`config.mk`:
```
export PLATFORM = sky130hd
export DESIGN_NAME = keccak_share_arbiter
export DESIGN_NICKNAME = d
export VERILOG_FILES = /design/src/rtl/keccak_pkg.sv /design/src/rtl/keccak_share_arbiter_rr_pick.sv /design/src/rtl/keccak_share_arbiter.sv
export SDC_FILE = /design/constraint.sdc
export NUM_CORES = 1
export LEC_CHECK = 0
export ABC_CLOCK_PERIOD_IN_PS = 3500
export CAP_MARGIN = 15
export CORE_AREA = 3 3 129 131
export DETAILED_ROUTE_END_ITERATION = 7
export DIE_AREA = 0 0 132 134
export GPL_TIMING_DRIVEN = 0
export HOLD_SLACK_MARGIN = 0.1
export SLEW_MARGIN = 40
export SYNTH_ARGS = -nofsm -noshare
export SYNTH_HDL_FRONTEND = slang
export SYNTH_HIERARCHICAL = 1
export SYNTH_SLANG_ARGS = --single-unit
```
`constraint.sdc`:
```
create_clock -name CLK -period 3.5 [get_ports CLK]
set_input_delay 0.35 -clock CLK [delete_from_list [all_inputs] [get_ports CLK]]
set_output_delay 0.35 -clock CLK [all_outputs]
set_load 0.03 [all_outputs]
```
`src/rtl/keccak_pkg.sv`:
```
// Definitions shared by the Keccak sequencer and the requester arbiter:
// FSM state encoding, job geometry and counter sizing.
package keccak_pkg;

    localparam int KECCAK_W_IN   = 24;
    localparam int KECCAK_W_OUT  = 24;
    localparam int KECCAK_BEAT_W = 64;

    typedef logic [2:0] state_t;

    localparam state_t ST_IDLE    = 3'd0;
    localparam state_t ST_LOAD    = 3'd1;
    localparam state_t ST_RUN     = 3'd2;
    localparam state_t ST_DRAIN   = 3'd3;
    localparam state_t ST_RELEASE = 3'd4;

    // Width that can hold 0 .. max(a,b,c)-1.
    function automatic int cnt_width(input int a, input int b, input int c);
        int m;
        m = (a > b) ? a : b;
        m = (m > c) ? m : c;
        return (m > 2) ? $clog2(m) : 1;
    endfunction

endpackage

```
`src/rtl/keccak_share_arbiter_rr_pick.sv`:
```
// Combinational round-robin picker: the first active request found at
// ptr+1, ptr+2, ... (wrapping) wins.
module rr_pick #(
    parameter int NREQ = 2,
    parameter int IW   = 1
) (
    input  logic [NREQ-1:0] req,
    input  logic [IW-1:0]   ptr,
    output logic [NREQ-1:0] onehot,
    output logic [IW-1:0]   idx,
    output logic            any
);

    logic [IW-1:0]   cand [NREQ];
    logic [NREQ-1:0] hit;

    for (genvar gi = 0; gi < NREQ; gi++) begin : g_cand
        assign cand[gi] = IW'((32'(ptr) + 32'(gi) + 32'd1) % 32'(NREQ));
        assign hit[gi]  = req[cand[gi]];
    end

    always_comb begin
        idx = '0;
        // Walk from the farthest offset down so the nearest hit wins.
        for (int k = NREQ - 1; k >= 0; k--) begin
            if (hit[k]) begin
                idx = cand[k];
            end
        end
        any    = |req;
        onehot = any ? (NREQ'(1) << idx) : '0;
    end

endmodule

```
`src/rtl/keccak_share_arbiter.sv`:
```
// Shares one Keccak core among NREQ requesters: grants one owner per job,
// forwards its input beats to the core and routes output beats back.
module keccak_share_arbiter
    import keccak_pkg::*;
#(
    parameter int NREQ    = 2,
    parameter int W_IN    = KECCAK_W_IN,
    parameter int W_OUT   = KECCAK_W_OUT,
    parameter int TIMEOUT = 1024
) (
    input  logic                          CLK,
    input  logic                          RST,
    input  logic [NREQ-1:0]               req,
    input  logic [NREQ-1:0]               req_we,
    input  logic [KECCAK_BEAT_W*NREQ-1:0] req_din,
    output logic [NREQ-1:0]               gnt,
    output logic [NREQ-1:0]               rsp_valid,
    output logic [KECCAK_BEAT_W-1:0]      rsp_dout,
    output logic [NREQ-1:0]               done,
    output logic [NREQ-1:0]               err,
    output logic                          keccak_we,
    output logic [KECCAK_BEAT_W-1:0]      keccak_din,
    input  logic                          keccak_valid,
    input  logic [KECCAK_BEAT_W-1:0]      keccak_dout,
    output logic                          busy
);

    localparam int IW = $clog2(NREQ);
    localparam int CW = cnt_width(W_IN, W_OUT, TIMEOUT);

    localparam logic [CW-1:0] IN_LAST  = CW'(W_IN - 1);
    localparam logic [CW-1:0] OUT_LAST = CW'(W_OUT - 1);
    localparam logic [CW-1:0] WD_LAST  = CW'(TIMEOUT - 1);

    state_t          state_reg, state_next;
    logic [IW-1:0]   owner_reg, owner_next;
    logic [IW-1:0]   ptr_reg, ptr_next;
    logic [NREQ-1:0] gnt_reg, gnt_next;
    logic [NREQ-1:0] done_reg, done_next;
    logic [NREQ-1:0] err_reg, err_next;
    logic [CW-1:0]   beat_reg, beat_next;
    logic [CW-1:0]   wd_reg, wd_next;
    logic            drop_reg, drop_next;

    logic [KECCAK_BEAT_W-1:0] din_arr [NREQ];
    logic [KECCAK_BEAT_W-1:0] owner_din;
    logic                     owner_req;
    logic                     owner_we;
    logic                     in_job;
    logic                     suppress;

    logic [NREQ-1:0] pick_onehot;
    logic [IW-1:0]   pick_idx;
    logic            pick_any;

    for (genvar gi = 0; gi < NREQ; gi++) begin : g_din
        assign din_arr[gi] = req_din[gi*KECCAK_BEAT_W +: KECCAK_BEAT_W];
    end

    rr_pick #(
        .NREQ (NREQ),
        .IW   (IW)
    ) u_pick (
        .req    (req),
        .ptr    (ptr_reg),
        .onehot (pick_onehot),
        .idx    (pick_idx),
        .any    (pick_any)
    );

    assign owner_req = req[owner_reg];
    assign owner_we  = req_we[owner_reg];
    assign owner_din = din_arr[owner_reg];
    assign in_job    = (state_reg == ST_RUN) || (state_reg == ST_DRAIN);
    // An owner that walks away mid-job stays silenced even if it re-raises req.
    assign suppress  = drop_reg || !owner_req;

    assign gnt        = gnt_reg;
    assign done       = done_reg;
    assign err        = err_reg;
    assign busy       = (state_reg != ST_IDLE);
    assign keccak_we  = (state_reg == ST_LOAD) && owner_we;
    assign keccak_din = (state_reg == ST_LOAD) ? owner_din : '0;
    assign rsp_valid  = (in_job && keccak_valid && !suppress) ? gnt_reg : '0;
    assign rsp_dout   = in_job ? keccak_dout : '0;

    always_comb begin
        state_next = state_reg;
        owner_next = owner_reg;
        ptr_next   = ptr_reg;
        gnt_next   = gnt_reg;
        done_next  = '0;
        err_next   = '0;
        beat_next  = beat_reg;
        wd_next    = wd_reg;
        drop_next  = drop_reg;

        case (state_reg)
            ST_IDLE: begin
                gnt_next  = '0;
                drop_next = 1'b0;
                if (pick_any) begin
                    state_next = ST_LOAD;
                    owner_next = pick_idx;
                    ptr_next   = pick_idx;
                    gnt_next   = pick_onehot;
                end
            end
            ST_LOAD: begin
                if (!owner_req) begin
                    state_next = ST_RELEASE;
                    gnt_next   = '0;
                end else if (owner_we) begin
                    if (beat_reg == IN_LAST) begin
                        state_next = ST_RUN;
                    end else begin
                        beat_next = beat_reg + 1'b1;
                    end
                end
            end
            ST_RUN: begin
                drop_next = suppress;
                if (keccak_valid) begin
                    if (W_OUT == 1) begin
                        state_next = ST_RELEASE;
                        gnt_next   = '0;
                        done_next  = suppress ? '0 : gnt_reg;
                    end else begin
                        state_next = ST_DRAIN;
                    end
                end else if (wd_reg == WD_LAST) begin
                    state_next = ST_RELEASE;
                    gnt_next   = '0;
                    err_next   = gnt_reg;
                end else begin
                    wd_next = wd_reg + 1'b1;
                end
            end
            ST_DRAIN: begin
                drop_next = suppress;
                if (keccak_valid) begin
                    if (beat_reg == OUT_LAST) begin
                        state_next = ST_RELEASE;
                        gnt_next   = '0;
                        done_next  = suppress ? '0 : gnt_reg;
                    end else begin
                        beat_next = beat_reg + 1'b1;
                    end
                end
            end
            ST_RELEASE: begin
                gnt_next   = '0;
                state_next = ST_IDLE;
            end
            default: begin
                gnt_next   = '0;
                state_next = ST_IDLE;
            end
        endcase

        // Counters restart on every state change; the beat that ends RUN is
        // already the first output beat, so DRAIN starts counting at one.
        if (state_next != state_reg) begin
            beat_next = (state_next == ST_DRAIN) ? CW'(1) : '0;
            wd_next   = '0;
        end
    end

    always_ff @(posedge CLK) begin
        if (!RST) begin
            state_reg <= ST_IDLE;
            owner_reg <= '0;
            ptr_reg   <= '0;
            gnt_reg   <= '0;
            done_reg  <= '0;
            err_reg   <= '0;
            beat_reg  <= '0;
            wd_reg    <= '0;
            drop_reg  <= 1'b0;
        end else begin
            state_reg <= state_next;
            owner_reg <= owner_next;
            ptr_reg   <= ptr_next;
            gnt_reg   <= gnt_next;
            done_reg  <= done_next;
            err_reg   <= err_next;
            beat_reg  <= beat_next;
            wd_reg    <= wd_next;
            drop_reg  <= drop_next;
        end
    end

endmodule

```
==> summary by stage <==
Floorplan
The count of boundary I/O pins is 337. The starting utilization of the core area is 0.1858. The die covers 0.01769 mm^2. The placement row count is 46. In this run the horizontal extent of the chip is 132 um. The area of the placeable core is 0.01571 mm^2. The height of the die is 134 um.

Route
In the routed design, unresolved DRC markers number 0. The final layout contains routed wiring with a total length of 16.26 mm. The final route contains 4059 vias. The number of nets with antenna violations after routing is 0.

The wire length per cell after detailed routing is 16.90 um. The number of DRC violations after detailed-routing iteration 0 is 97. In the routed layout, each cell is associated on average with a via count of 4.219. The number of search-and-repair iterations in the first detailed-routing pass is 4.

Power
Dividing total power by cell area gives a power density of 248.4 mW/mm^2. The leakage dissipation is 2.386 nW. VDD sags by at most 152.8 uV.

Global routing
met2 is the most crowded layer. For this run, global-route usage on met3 was measured as 0.06864. Global routing finished with a remaining overflow of 0. The initial antenna violation count is 3. For this run, the total global-route usage over all layers was measured as 0.1731. The number of global-route vias before repair was 4166. The global-route wire length before repair is 24.24 mm. The maximum number of pins on one net before global-route repair is 11. The met1 global-route usage is 0.1893.

The fraction of met2 tracks used by global routing is 0.3147.

Yosys
The share of synthesized area in the top cell type comes to 0.2366. Of the total synthesized cell area, the portion taken by AND, OR, NAND and NOR gates is 0.3905. The synthesized-area fraction occupied by adder cells is 0.008573. After synthesis, the largest family of logic cells by area is simple AND/OR/NAND/NOR gates.

sky130_fd_sc_hd__mux2i_1 takes more of the synthesized area than any other cell. The average cell area after synthesis is 7.316 um^2. The area share of xor/xnor cells in the synthesized design is 0.05401. The count of flip-flops with a built-in enable after synthesis is 0. The Yosys step of the flow raised 6 warnings. The compound-cell area share of the yosys netlist came to 0.04844.

The distinct cell type count of the synthesized netlist is 42. The total nets after synthesis is 600. The portion of synthesized area spent on multiplexers is 0.2366. The synthesized netlist cell count is 399. The portion of the post-synthesis area used by sequential elements is 0.2126. Of all flip-flops after synthesis, the portion carrying an async set or reset was 0. After synthesis the cells add up to 0.002919 mm^2.

The flip-flop and latch count after synthesis is 31. The main flop type after synthesis is sky130_fd_sc_hd__dfxtp_1. By area the synthesized netlist is led by sky130_fd_sc_hd__mux2i_1 24%, sky130_fd_sc_hd__dfxtp_1 21%, sky130_fd_sc_hd__and2_1 14%.

STA
The post-route worst setup slack is 0.3200 ns. The share of the clock period used by the worst path is 0.9086. The final setup skew is 0.002334 ns. The maximum frequency from static timing analysis is 0.3145 GHz.

The final-layout setup total negative slack is 0 ns. Setup violations remaining at the end of the flow were counted as 0. The number of hold violations in the final report is 0.

The final max-slew violation count is 0. The worst slew margin relative to its limit is 0.5938. Setup repair after global routing left no endpoint under its margin.

The slew at the pin closest to its max-slew limit is 0.6093 ns. For the finished layout, the period the worst path requires is 3.180 ns.

Clock network
The number of sinks on the clock net is 31. Clock-pin slew was measured on the worst setup and hold paths at 0.05 ns. The maximum buffer depth of the clock tree is 2.

TritonCTS built the clock tree. The number of H-tree levels is 2. The clock reaches the later pin of the worst-skew pair after 0.27 ns. The count of buffers added by post-CTS timing repair for setup is 0. The cts-stage hold buffer count is 0. The CTS buffer count is 5. In this run the clock root is driven by a sky130_fd_sc_hd__clkbuf_16.

Worst setup path
The type of element launching the critical path is a flop. The flop-to-flop setup slack is 0.92 ns. The startpoint identified for the worst register-to-register timing path is ptr_reg$_SDFFE_PN0P_. The maximum fanout along the worst path is 10. The setup path with the least slack is of type flop to primary output.

The worst register-to-register path has a depth of 8. At the worst endpoint, the arrival time is 2.83 ns. The timing startpoint of the critical path is ptr_reg$_SDFFE_PN0P_. The endpoint class of the critical path is a primary output.

STA puts the critical path data required time at 3.15 ns.

Worst hold path
The cell depth of the worst min-delay path is 2. The min-delay analysis places its worst path in the category flop to flop. The startpoint of the most critical hold path is wd_reg[8]$_SDFFE_PP0P_.

Placed design
The post-placement worst setup slack is 0.2233 ns. The number of input and output port buffers inserted is 336. The detailed placement HPWL is 14.02 mm.

The number of cells in the design after placement is 951. The final weighted congestion in routability-driven placement is 0.8534.

Final layout
Leaving out fill and tap cells, the most frequent cells in the layout are 336 x sky130_fd_sc_hd__clkdlybuf4s50_1, 100 x sky130_fd_sc_hd__nor2_1, 69 x sky130_fd_sc_hd__mux2i_1. The number of nets in the layout is 943. Leaving out fill and tap cells, the most frequent cell in the layout is sky130_fd_sc_hd__clkdlybuf4s50_1.

In the final layout, the share of cells above drive strength 1 is 0.02826. Excluding fillers, the count of instances in the completed layout stands at 962. From synthesis to final layout, the design area changed by 129.7%. Measured on the finished design, the core utilization comes to 0.4267.

Job
Across the run, the number of max-cap violations was 0.

Status
The run finished with clean final reports.
cells by family after synthesis:
group	after synthesis
compound gates	18
buf+inv	34
flops	31
mux	69
simple gates	227
fa+ha+maj	2
xor+xnor	18
layout make-up:
| type | count | area, um^2 |
|---|---|---|
| antenna | 3 | 7.507 |
| sequential | 31 | 620.6 |
| multi-input combinational | 334 | 2155 |
| tap | 216 | 270.3 |
| timing repair buffer | 336 | 3363 |
| buffer | 28 | 128.9 |
| inverter | 6 | 22.52 |
| clock buffer | 7 | 132.6 |
| fill | 1531 | 9007 |
| clock inverter | 1 | 5.005 |
synth_stat cells, types with 2 or more instances:
master	count
sky130_fd_sc_hd__a21boi_0	4
sky130_fd_sc_hd__a21oi_1	3
sky130_fd_sc_hd__a22oi_1	2
sky130_fd_sc_hd__and2_1	67
sky130_fd_sc_hd__and3_1	6
sky130_fd_sc_hd__buf_1	8
sky130_fd_sc_hd__buf_2	3
sky130_fd_sc_hd__clkbuf_1	14
sky130_fd_sc_hd__dfxtp_1	31
sky130_fd_sc_hd__ha_1	2
sky130_fd_sc_hd__inv_1	6
sky130_fd_sc_hd__mux2i_1	69
sky130_fd_sc_hd__nand2_1	15
sky130_fd_sc_hd__nand2b_1	3
sky130_fd_sc_hd__nand3_1	8
sky130_fd_sc_hd__nand4_1	4
sky130_fd_sc_hd__nor2_1	100
sky130_fd_sc_hd__nor2b_1	3
sky130_fd_sc_hd__nor3_1	7
sky130_fd_sc_hd__nor3b_1	3
sky130_fd_sc_hd__nor4_1	2
sky130_fd_sc_hd__o21ai_0	2
sky130_fd_sc_hd__o22ai_1	2
sky130_fd_sc_hd__xnor2_1	14
sky130_fd_sc_hd__xor2_1	4
stage by stage:
stage	area [um^2]	hold slack, ns	power [mW]
6_report	6705	0.5163	1.666
5_1_grt	6705	0.5550	1.752
4_1_cts	6693	0.5188	1.683
3_5_place_dp	6554	0.5085	1.270
3_3_place_gp	6553	0.4941	1.263
2_1_floorplan	2919	0.4769	0.7986
worst max-delay path, cell delays in order (launching register included):
cell and delay [ns]:
sky130_fd_sc_hd__dfxtp_1 0.35, sky130_fd_sc_hd__clkbuf_1 0.24, sky130_fd_sc_hd__clkbuf_1 0.51, sky130_fd_sc_hd__buf_2 0.42, sky130_fd_sc_hd__mux2i_1 0.34, sky130_fd_sc_hd__nor2_1 0.08
sky130_fd_sc_hd__clkdlybuf4s50_1 0.61
power by group:
part	internal [mW]	switching, mW
clock network	0.262	0.146
logic	0.452	0.440
registers	0.360	0.00538
total	1.07	0.591
path summary, 6_finish.rpt:
check | end
max | keccak_din[57]
min | wd_reg[8]$_SDFFE_PP0P_
max reg2reg | beat_reg[0]$_SDFFE_PN0P_
min reg2reg | wd_reg[8]$_SDFFE_PP0P_
timing repair:
item                                    4_1_cts  5_1_grt
hold endpoints to repair                      0        0
gates resized for setup                       1        4
endpoints found under the setup margin        2       39
layer usage:
layer	vias up	part of all wire	routed length, um
met5	-	0	0
met4	0	0.018	296
met3	18	0.096	1555
met2	204	0.51	8222
met1	1826	0.38	6187
li1	2011	-	-
Note: power is estimated with default switching activity, not from simulation.
